**src/rtl/shared_reg_arbiter_if.sv**
```systemverilog
// rtl/shared_reg_arbiter_if.sv - requester-side bus of the shared register arbiter
interface shared_reg_arbiter_if #(
    parameter int NUM_REQ = 4,
    parameter int DATA_W  = 8
);
    logic [NUM_REQ-1:0]        req_i;
    logic [NUM_REQ*DATA_W-1:0] data_i;
    logic [NUM_REQ-1:0]        gnt_o;
    logic [NUM_REQ-1:0]        ack_o;
    logic [DATA_W-1:0]         q_o;
    logic                      q_valid_o;
    logic                      busy_o;

    modport master (
        output req_i, data_i,
        input  gnt_o, ack_o, q_o, q_valid_o, busy_o
    );

    modport slave (
        input  req_i, data_i,
        output gnt_o, ack_o, q_o, q_valid_o, busy_o
    );
endinterface

```
**src/rtl/shared_reg_arbiter.sv**
```systemverilog
// rtl/shared_reg_arbiter.sv - round-robin write arbiter for one shared register
module shared_reg_arbiter #(
    parameter int NUM_REQ = 4,
    parameter int DATA_W  = 8
) (
    input logic                 clk,
    input logic                 reset,
    shared_reg_arbiter_if.slave bus
);
    localparam int PTR_W = (NUM_REQ > 1) ? $clog2(NUM_REQ) : 1;
    localparam logic [PTR_W-1:0] LAST_IDX = PTR_W'(NUM_REQ - 1);

    typedef enum logic [1:0] {
        S_IDLE  = 2'd0,
        S_GRANT = 2'd1,
        S_ACK   = 2'd2
    } state_t;

    state_t               state_q, state_d;
    logic [PTR_W-1:0]     ptr_q, ptr_d;
    logic [PTR_W-1:0]     win_q, win_d;
    logic [NUM_REQ-1:0]   gnt_q, gnt_d;
    logic [NUM_REQ-1:0]   ack_q, ack_d;
    logic [DATA_W-1:0]    q_q, q_d;
    logic                 qv_q, qv_d;

    logic                 rr_hit;
    logic [PTR_W-1:0]     rr_idx;
    logic [PTR_W-1:0]     cand_idx;
    int                   cand;

    // Search starts at ptr and wraps explicitly so non-power-of-2 NUM_REQ works.
    always_comb begin
        rr_hit   = 1'b0;
        rr_idx   = '0;
        cand     = 0;
        cand_idx = '0;
        for (int i = 0; i < NUM_REQ; i++) begin
            cand = int'(ptr_q) + i;
            if (cand >= NUM_REQ) begin
                cand = cand - NUM_REQ;
            end
            cand_idx = PTR_W'(cand);
            if (!rr_hit && bus.req_i[cand_idx]) begin
                rr_hit = 1'b1;
                rr_idx = cand_idx;
            end
        end
    end

    always_comb begin
        state_d = state_q;
        ptr_d   = ptr_q;
        win_d   = win_q;
        gnt_d   = gnt_q;
        ack_d   = '0;
        q_d     = q_q;
        qv_d    = qv_q;
        case (state_q)
            S_IDLE: begin
                if (rr_hit) begin
                    win_d   = rr_idx;
                    gnt_d   = {{(NUM_REQ-1){1'b0}}, 1'b1} << rr_idx;
                    state_d = S_GRANT;
                end
            end
            S_GRANT: begin
                gnt_d = '0;
                // A withdrawn request abandons the slot without moving the pointer.
                if (bus.req_i[win_q]) begin
                    q_d     = bus.data_i[win_q*DATA_W +: DATA_W];
                    ack_d   = gnt_q;
                    qv_d    = 1'b1;
                    ptr_d   = (win_q == LAST_IDX) ? '0 : win_q + 1'b1;
                    state_d = S_ACK;
                end else begin
                    state_d = S_IDLE;
                end
            end
            S_ACK: begin
                state_d = S_IDLE;
            end
            default: begin
                gnt_d   = '0;
                state_d = S_IDLE;
            end
        endcase
    end

    always_ff @(posedge clk or negedge reset) begin
        if (!reset) begin
            state_q <= S_IDLE;
            ptr_q   <= '0;
            win_q   <= '0;
            gnt_q   <= '0;
            ack_q   <= '0;
            q_q     <= '0;
            qv_q    <= 1'b0;
        end else begin
            state_q <= state_d;
            ptr_q   <= ptr_d;
            win_q   <= win_d;
            gnt_q   <= gnt_d;
            ack_q   <= ack_d;
            q_q     <= q_d;
            qv_q    <= qv_d;
        end
    end

    assign bus.gnt_o     = gnt_q;
    assign bus.ack_o     = ack_q;
    assign bus.q_o       = q_q;
    assign bus.q_valid_o = qv_q;
    assign bus.busy_o    = (state_q != S_IDLE);

    a_gnt_ack_excl: assert property (@(posedge clk) disable iff (!reset)
        !((|gnt_q) && (|ack_q)));
    a_gnt_onehot0: assert property (@(posedge clk) disable iff (!reset)
        $onehot0(gnt_q));
    a_ack_onehot0: assert property (@(posedge clk) disable iff (!reset)
        $onehot0(ack_q));
endmodule

```
**src/flat_wrapper.sv**
```systemverilog
// flat-port wrapper written by rule: the top's interface ports become plain ports
module shared_reg_arbiter_flat 
#(
    parameter int NUM_REQ = 4,
    parameter int DATA_W  = 8
)
  (clk, reset, bus_req_i, bus_data_i, bus_gnt_o, bus_ack_o, bus_q_o, bus_q_valid_o, bus_busy_o);
  shared_reg_arbiter_if #(.NUM_REQ(NUM_REQ), .DATA_W(DATA_W)) bus_i ();
  input logic clk;
  input logic reset;
  input wire logic [$bits(bus_i.req_i)-1:0] bus_req_i;
  input wire logic [$bits(bus_i.data_i)-1:0] bus_data_i;
  output wire logic [$bits(bus_i.gnt_o)-1:0] bus_gnt_o;
  output wire logic [$bits(bus_i.ack_o)-1:0] bus_ack_o;
  output wire logic [$bits(bus_i.q_o)-1:0] bus_q_o;
  output wire logic [$bits(bus_i.q_valid_o)-1:0] bus_q_valid_o;
  output wire logic [$bits(bus_i.busy_o)-1:0] bus_busy_o;
  assign bus_i.req_i = bus_req_i;
  assign bus_i.data_i = bus_data_i;
  assign bus_gnt_o = bus_i.gnt_o;
  assign bus_ack_o = bus_i.ack_o;
  assign bus_q_o = bus_i.q_o;
  assign bus_q_valid_o = bus_i.q_valid_o;
  assign bus_busy_o = bus_i.busy_o;
  shared_reg_arbiter #(.NUM_REQ(NUM_REQ), .DATA_W(DATA_W)) u_core (.clk(clk), .reset(reset), .bus(bus_i));
endmodule
```
**config.mk**
```make
export PLATFORM = sky130hd
export DESIGN_NAME = shared_reg_arbiter_flat
export DESIGN_NICKNAME = d
export VERILOG_FILES = /design/src/rtl/shared_reg_arbiter_if.sv /design/src/rtl/shared_reg_arbiter.sv /design/src/flat_wrapper.sv
export SDC_FILE = /design/constraint.sdc
export NUM_CORES = 1
export LEC_CHECK = 0
export CAP_MARGIN = 20
export CORE_ASPECT_RATIO = 1.75
export CORE_MARGIN = 2
export CORE_UTILIZATION = 27
export DETAILED_ROUTE_END_ITERATION = 10
export PLACE_DENSITY = 0.59
export SYNTH_ARGS = -nofsm -noshare
export SYNTH_HDL_FRONTEND = slang
export SYNTH_SLANG_ARGS = --single-unit
```
**constraint.sdc**
```tcl
create_clock -name clk -period 3.7 [get_ports clk]
set_input_delay 0.74 -clock clk [delete_from_list [all_inputs] [get_ports clk]]
set_output_delay 0.74 -clock clk [all_outputs]
set_load 0.005 [all_outputs]
```
# Word level (Yosys, flattened, before mapping)
# Cells that the tools add are included.
# classes
n_addsub	8
magnitude_cmp	9
n_eq_ne	4
shift	2
n_mux	30
bitwise	1
n_reduce_logical	11
# ops
cell	count
32-bit by 6-bit variable part select with 8-bit output	1
2-bit two-way mux	11
2-bit by 3-bit less-than comparator with 1-bit output (second input constant)	5
4-bit two-way mux	3
1-bit binary-select mux with 2-bit select	5
3-bit greater-or-equal comparator (second input constant)	3
1-bit two-way mux	9
4-bit case mux with 2 select lines	1
2-bit by 1-bit subtractor with 2-bit output (second input constant)	4
2-bit by 2-bit adder with 3-bit output (second input constant)	2
2-bit AND reduction	3
2-bit == test (second input constant)	2
2-bit case mux with 2 select lines	1
1-bit by 2-bit left shift with 4-bit output (first input constant)	1
2-bit by 1-bit adder with 3-bit output (second input constant)	1
2-bit by 3-bit greater-or-equal comparator with 1-bit output (second input constant)	1
1-bit logical AND	3
1-bit zero test	3
2-bit by 1-bit adder with 2-bit output (second input constant)	1
2-bit by 1-bit == test with 1-bit output (second input constant)	1
2-bit zero test	1
2-bit by 1-bit inequality test with 1-bit output (second input constant)	1
2-bit nonzero test	1
1-bit NOT	1
# totals
regBits	23
out_inout_bits	18
wordCells	72

# Depth between registers and ports, before layout
# logic_depth
word_depth	17
depth_mapped	5
depth_no_buf	4

# Worst setup path before layout
# OpenSTA, ideal clock, no wires.
# synth_path
path_type	input to register
start	in bus_req_i[0]
end	reg u_core.q_q[6] (netlist: u_core.bus.q_o[6])
arrival_ns	1.683
required_time_ns	3.575
path_slack_ns	1.892
cell_stages	4
n_path_buf	1
path_cell_list	mux2_4 > o21ai_4 > buf_6 > mux2_4
# synth_between
elab_chain_cells	3
# synth_lines
item	line	source
start, declared	flat_wrapper.sv:11	input wire logic [$bits(bus_i.req_i)-1:0] bus_req_i;
1-bit binary-select mux with 2-bit select	shared_reg_arbiter.sv:70	if (bus.req_i[win_q]) begin
1-bit two-way mux (not written as such)	shared_reg_arbiter.sv:70	
2-bit AND reduction (no line)	--	
end signal, assigned	shared_reg_arbiter.sv:105	q_q <= q_d;
end, declared	shared_reg_arbiter.sv:24	logic [DATA_W-1:0] q_q, q_d;
# Every way passes these cells. The select of a mux whose other input is x is not followed.
# A chain may end at the register's enable or synchronous reset.

# Final worst setup path
# layout_path
start	in bus_req_i[0]
end	reg u_core.q_q[0] (netlist: u_core.bus.q_o[0])
# Same word-level chain as after synthesis.

==> run_results.csv <==
group,metric,value,unit
synth,ys_ff_latch,23,
synth,async_reset_ff_share,100.0,%
place,io_buffers,55,
layout,area_delta_synth_final,53.96,%
route,dr.first_iter.drc_count,9,
cts,post_cts_resized,0,
global_routing,grt_usage,12.66,%
timing,final_max_slew_viol_count,0,
synth,synth_common_cells,"23 x dfrtp_1, 8 x mux4_2, 8 x nor2_1",
layout,n_antenna_cell,0,
floorplanning,die_y,92.74,µm
synth,synthXorXnorAreaFrac,0,%
outcome,status,"finished, final reports clean",
place,place_hpwl,2.369,mm
setup_path,crit_required,3.84,ns
synth,synthTopCellsByArea,"dfrtp_1 47%, mux4_2 15%, mux2_4 6.2%",
place,placed_cell_area,1800,µm²
setup_path,ff2ff_setup_slack,1.53,ns
synth,synth_mux_area_share,28.22,%
hold_path,hold_path_depth,1,
timing,hold_ws,0.4907,ns
global_routing,grt_pass1_wl,4.705,mm
timing,skew,0.004013,ns
setup_path,path_max_fanout,16,
hold_path,whs_endpoint,"u_core.bus.q_valid_o",
synth,yosysMostFrequentCell,"dfrtp_1",
route,dr.pass1.iters,4,
pwr,leakagePower,0.0007536,µW
hold_path,min_path_type,"reg2reg",
global_routing,grt_max_degree,24,
cts,cts_max_level,1,
pwr,p_per_area,671.4,nW/µm²
route,vias,971,
floorplanning,die_w,54.71,µm
floorplanning,die_area,5073,µm²
synth,synth_nets,132,
setup_path,r2r_start,"u_core.win_q[0]",
synth,synth-edff-count,0,
timing,fmax,439.0,MHz
setup_path,path_cells,"clkdlybuf4s50_1, mux2_4, o21ai_4, mux2_2",
synth,yosysWarningCount,0,
layout,drive_gt1_share,18.12,%
pwr,power_frac_comb,50.1,%
pwr,ir_worst_vdd,0.4695,mV
pwr,pwr-share-clk,11.9,%
synth,yosysSeqAreaShare,47.37,%
route,post_drt_via_cell_ratio,4.855,
setup_path,crit_path_end_kind,"flip-flop",
cts,holdBufCountCts,0,
pwr,p_sw_share,32.38,%
cts,cts.clk_slew.worst_paths,0.07,ns
timing,fin_setup_tns,0,ns
synth,synth_compound_area_share,8.960,%
route,drt_wl_total,3.045,mm
setup_path,slowest_stage,"clkdlybuf4s50_1",
global_routing,grt_pass1_vias,1061,
pwr,intPower,849.3,µW
layout,post-route-cell-area,1871,µm²
cts,cts_root_buf,"clkbuf_8",
setup_path,worstSetupPathType,"in2reg",
cts,cts_tree,"yes",
run,cap_violations,0,
synth,synth_area_leader_cell,"dfrtp_1",
setup_path,crit-reg2reg-capture,"u_core.bus.q_o[0]",
route,drc_errors,0,
place,place_congestion,0.7844,
pwr,p_switching,406.6,µW
synth,syn_area,1215,µm²
pwr,seqPwrFrac,38.0,%
layout,fin_nets,189,
floorplanning,fp-row-count,32,
timing,slew_headroom,51.08,%
global_routing,antenna_found_initial,0,
synth,synth_flop_cell,"dfrtp_1",
timing,setup_viol,0,
setup_path,startpoint_type,"primary input",
floorplanning,start_util,27.84,%
setup_path,setup.worst_path.start,"bus_req_i[0]",
cts,clock_latency,0.26,ns
timing,rsz0062_at_grt,"false",
cts,post_cts_buffers,0,
timing,period_minus_slack,2.278,ns
timing,tightest_slew,0.7338,ns
setup_path,cp.arrival,2.42,ns
setup_path,r2r_cells,3,
synth,synth_top_family_by_area,"multiplexers",
synth,synthCells,93,
synth,synth_fa_ha_area_share,1.030,%
timing,fin_crit_sh,61.57,%
route,drtAntennaViolNets,0,
cts,cts_buffers,3,
timing,hold_violations,0,
cts,clock_sinks,23,
cts,clock_path_buffers,2,
synth,netlist.area_leader.share,47.37,%
synth,synth_simple_gate_area_share,9.887,%
floorplanning,core,4364,µm²
synth,syn_avg_cell_area,13.06,µm²
synth,synth_cell_types,26,
floorplanning,io_pins,56,
setup_path,max_stage_delay,0.50,ns
hold_path,hp-start,"u_core.bus.q_valid_o",
global_routing,grt_overflow,0,
route,routedWlPerCell,15.23,µm
==> layout by cell type (no fill, tap or decap) <==
cell / instances
clkdlybuf4s50_1: 55
dfrtp_1: 23
nor2_1: 8
mux4_2: 8
inv_1: 7
nand2b_1: 7
mux2_2: 6
mux2_4: 5
o32ai_1: 4
nand2_1: 3
a21oi_1: 3
clkbuf_8: 3
mux2i_1: 2
o21ai_0: 2
or2_1: 1
a21oi_2: 1
o21ai_4: 1
or3_4: 1
nor4_1: 1
or2_0: 1
o21a_1: 1
o22ai_1: 1
nor3_1: 1
o22a_2: 1
ha_1: 1
clkbuf_1: 1
clkbuf_16: 1
==> how the worst max path moves through the flow <==
stage / end / slack (ns)
final: u_core.bus.q_o[0] / 1.42
after global routing: u_core.bus.q_o[2] / 1.35
after CTS: u_core.bus.q_o[5] / 1.40
after detailed placement: u_core.bus.q_o[0] / 1.12
after global placement: u_core.bus.q_o[2] / 1.19
after floorplan: u_core.bus.q_o[6] / 1.89
==> flip-flops by register name (all words and copies together), names as in the netlist <==
register / count
u_core.bus.ack_o: 4
u_core.win_q: 2
u_core.bus.q_o: 8
u_core.state_q: 2
u_core.bus.q_valid_o: 1
u_core.ptr_q: 2
u_core.bus.gnt_o: 4
==> metal layers <==
metal,vias to the layer above,part of all wire [%],track usage [%]
li1,451,-,-
met1,473,36,12.85
met2,42,55,23.91
met3,5,7.1,2.097
met4,0,1.2,4.375
met5,-,0,0
==> kinds of logic after synthesis <==
family                     count (synthesis)
AOI/OAI and AO/OA                         14
muxes                                     21
adders and majority gates                  1
and+or+nand+nor                           23
DFF                                       23
buffers and inverters                     11
==> through the flow <==
step	setup slack, ns	utilization (%)	total power (µW)	instances
6_report	1.422	42.86	1256	200
3_3_place_gp	1.188	41.26	1100	195
4_1_cts	1.401	42.29	1273	199
5_1_grt	1.352	42.86	1341	200
3_5_place_dp	1.122	41.26	1116	195
2_1_floorplan	1.892	-	863.1	93
==> final cells by class <==
| class | count | area, µm² |
|---|---|---|
| fill | 431 | 2494 |
| tap | 51 | 63.81 |
| timing repair buffer | 56 | 575.6 |
| sequential | 23 | 575.6 |
| multi-input combinational | 59 | 584.3 |
| clock buffer | 4 | 45.04 |
| inverter | 7 | 26.28 |
==> power groups by stage <==
stage	Sequential [µW]	Clock [µW]	Combinational [µW]
floorplan	428	0	435
global placement	485	0	616
detailed placement	486	0	630
CTS	482	156	636
global route	496	167	678
finish	477	149	629
==> worst max-delay path, delay by kind of cell <==
kind            cells  cell delay, ns
compound gates      1            0.46
buf+inv             1            0.50
mux                 2            0.72
Note: power is estimated with default switching activity, not from simulation.
==> patch: new RTL, same settings <==
The 3 states of `state_t` get a one-hot encoding in 3 bits.
--- a/src/rtl/shared_reg_arbiter.sv
+++ b/src/rtl/shared_reg_arbiter.sv
@@ -10,10 +10,10 @@
     localparam int PTR_W = (NUM_REQ > 1) ? $clog2(NUM_REQ) : 1;
     localparam logic [PTR_W-1:0] LAST_IDX = PTR_W'(NUM_REQ - 1);
 
-    typedef enum logic [1:0] {
-        S_IDLE  = 2'd0,
-        S_GRANT = 2'd1,
-        S_ACK   = 2'd2
+    typedef enum logic [2:0] {
+        S_IDLE  = 3'b001,
+        S_GRANT = 3'b010,
+        S_ACK   = 3'b100
     } state_t;
 
     state_t               state_q, state_d;
Behaviour: no difference found for any inputs over 10 cycles, from zero or initial values and one cycle with reset low; not proved beyond that.
==> patch against the unedited design <==
Synthesized area grew 1.5%; clock power is 19% higher; non-clock buffer count did not move; routed wire length is 4.0% higher; cell area is 1.1% higher; critical path depth down 2; worst setup slack got worse by 160 ps; combinational power down 9.4%; worst hold slack got worse by 18 ps; cell count down 5.0%; highest routed layer unchanged; sequential cell count rose by 1; critical endpoint is now bus_busy_o; sequential share of layout area grew 1.0 points; power shrank 1.2%.
==> patch: results (changes against the unedited design) <==
stage	metric	value	unit	change
setup_path	RR Startpoint	u_core.win_q[1]		
finish	sequential cell area share	31.8	%	+1.0 points
setup_path	R2R Setup Slk	1630	ps	+100 ps
timing	FMAX	0.410	GHz	-6.5%
synthesis	adder-cell share of the synthesized area	1.01	%	-0.016 points
finish	FF+latch count	24		+4.3%
synthesis	Post-synth top cells	23 x dfrtp_1, 9 x mux4_2, 6 x mux2_4		
power	Static Leak	0.779	nW	+3.3%
finish	ClkCell Share	2.91	%	+0.50 points
timing	worst-margin pin slew	628	ps	-106 ps
setup_path	CP max FO	4		-12
finish	NonClk Buf Share	30.4	%	-0.35 points
place	global placement routability congestion	0.784		-0.11%
global_routing	global-route wire length before repair	5150	um	+9.5%
finish	Inverters excl. clock	2		-5
place	Setup WS pre-CTS	1090	ps	-36.8 ps
synthesis	Unique masters post-synth	29		+12%
run_status	outcome	complete, no violations		
drt	DR WL/cell	16.7	um	+9.5%
finish	final net count	179		-5.3%
synthesis	Post-Syn Nets	121		-8.3%
setup_path	peak per-stage delay on the critical path	550	ps	+50 ps
place	dpl hpwl	2580	um	+8.9%
global_routing	number of global-route vias before repair	1113		+4.9%
synthesis	Synth Area in Compound Gates	8.72	%	-0.24 points
global_routing	All-Layer GR Usage	14.0	%	+1.4 points
setup_path	Max stage delay cell, worst path	dfstp_2		
finish	fill count	442		+2.6%
drt	Total Wirelength	3170	um	+4.0%
synthesis	Mean Syn Cell Area	15.0	sq um	+15%
finish	Layout area overhead	53.3	%	
setup_path	end point of the critical path	bus_busy_o		
## patch: cell count changes in the layout (fill, tap and decap cells not counted), sizes merged, moves of 2 or more
cell    unedited run  this run
a32o               0         4
or2                2         0
nor2b              0         2
nor2               8         4
and2               0         4
o32ai              4         1
mux2i              2         0
o21ai              3         0
inv                7         2
nand2b             7         4
nand2              3         1
## patch: logic make-up (layout without fill, tap and decap cells)
family                     Yosys count  count (layout)
adders and majority gates            1               1
and+or+nand+nor                     19              19
DFF                                 24              24
buffers and inverters                5              62
muxes                               20              20
AOI/OAI and AO/OA                   13              13
## patch: power breakdown
group | switching (W) | internal (W)
clock | 0.0000829 | 0.0000951
sequential | 0.000126 | 0.000367
combinational | 0.000178 | 0.000392
## patch: routing by layer
layer / wire length (um) / track usage (%) / vias up
met3: 147 / 2.72 / 11
met4: 98 / 7.11 / 0
met5: 0 / 0 / -
met1: 985 / 12.7 / 487
li1: - / - / 429
met2: 1940 / 26.9 / 39
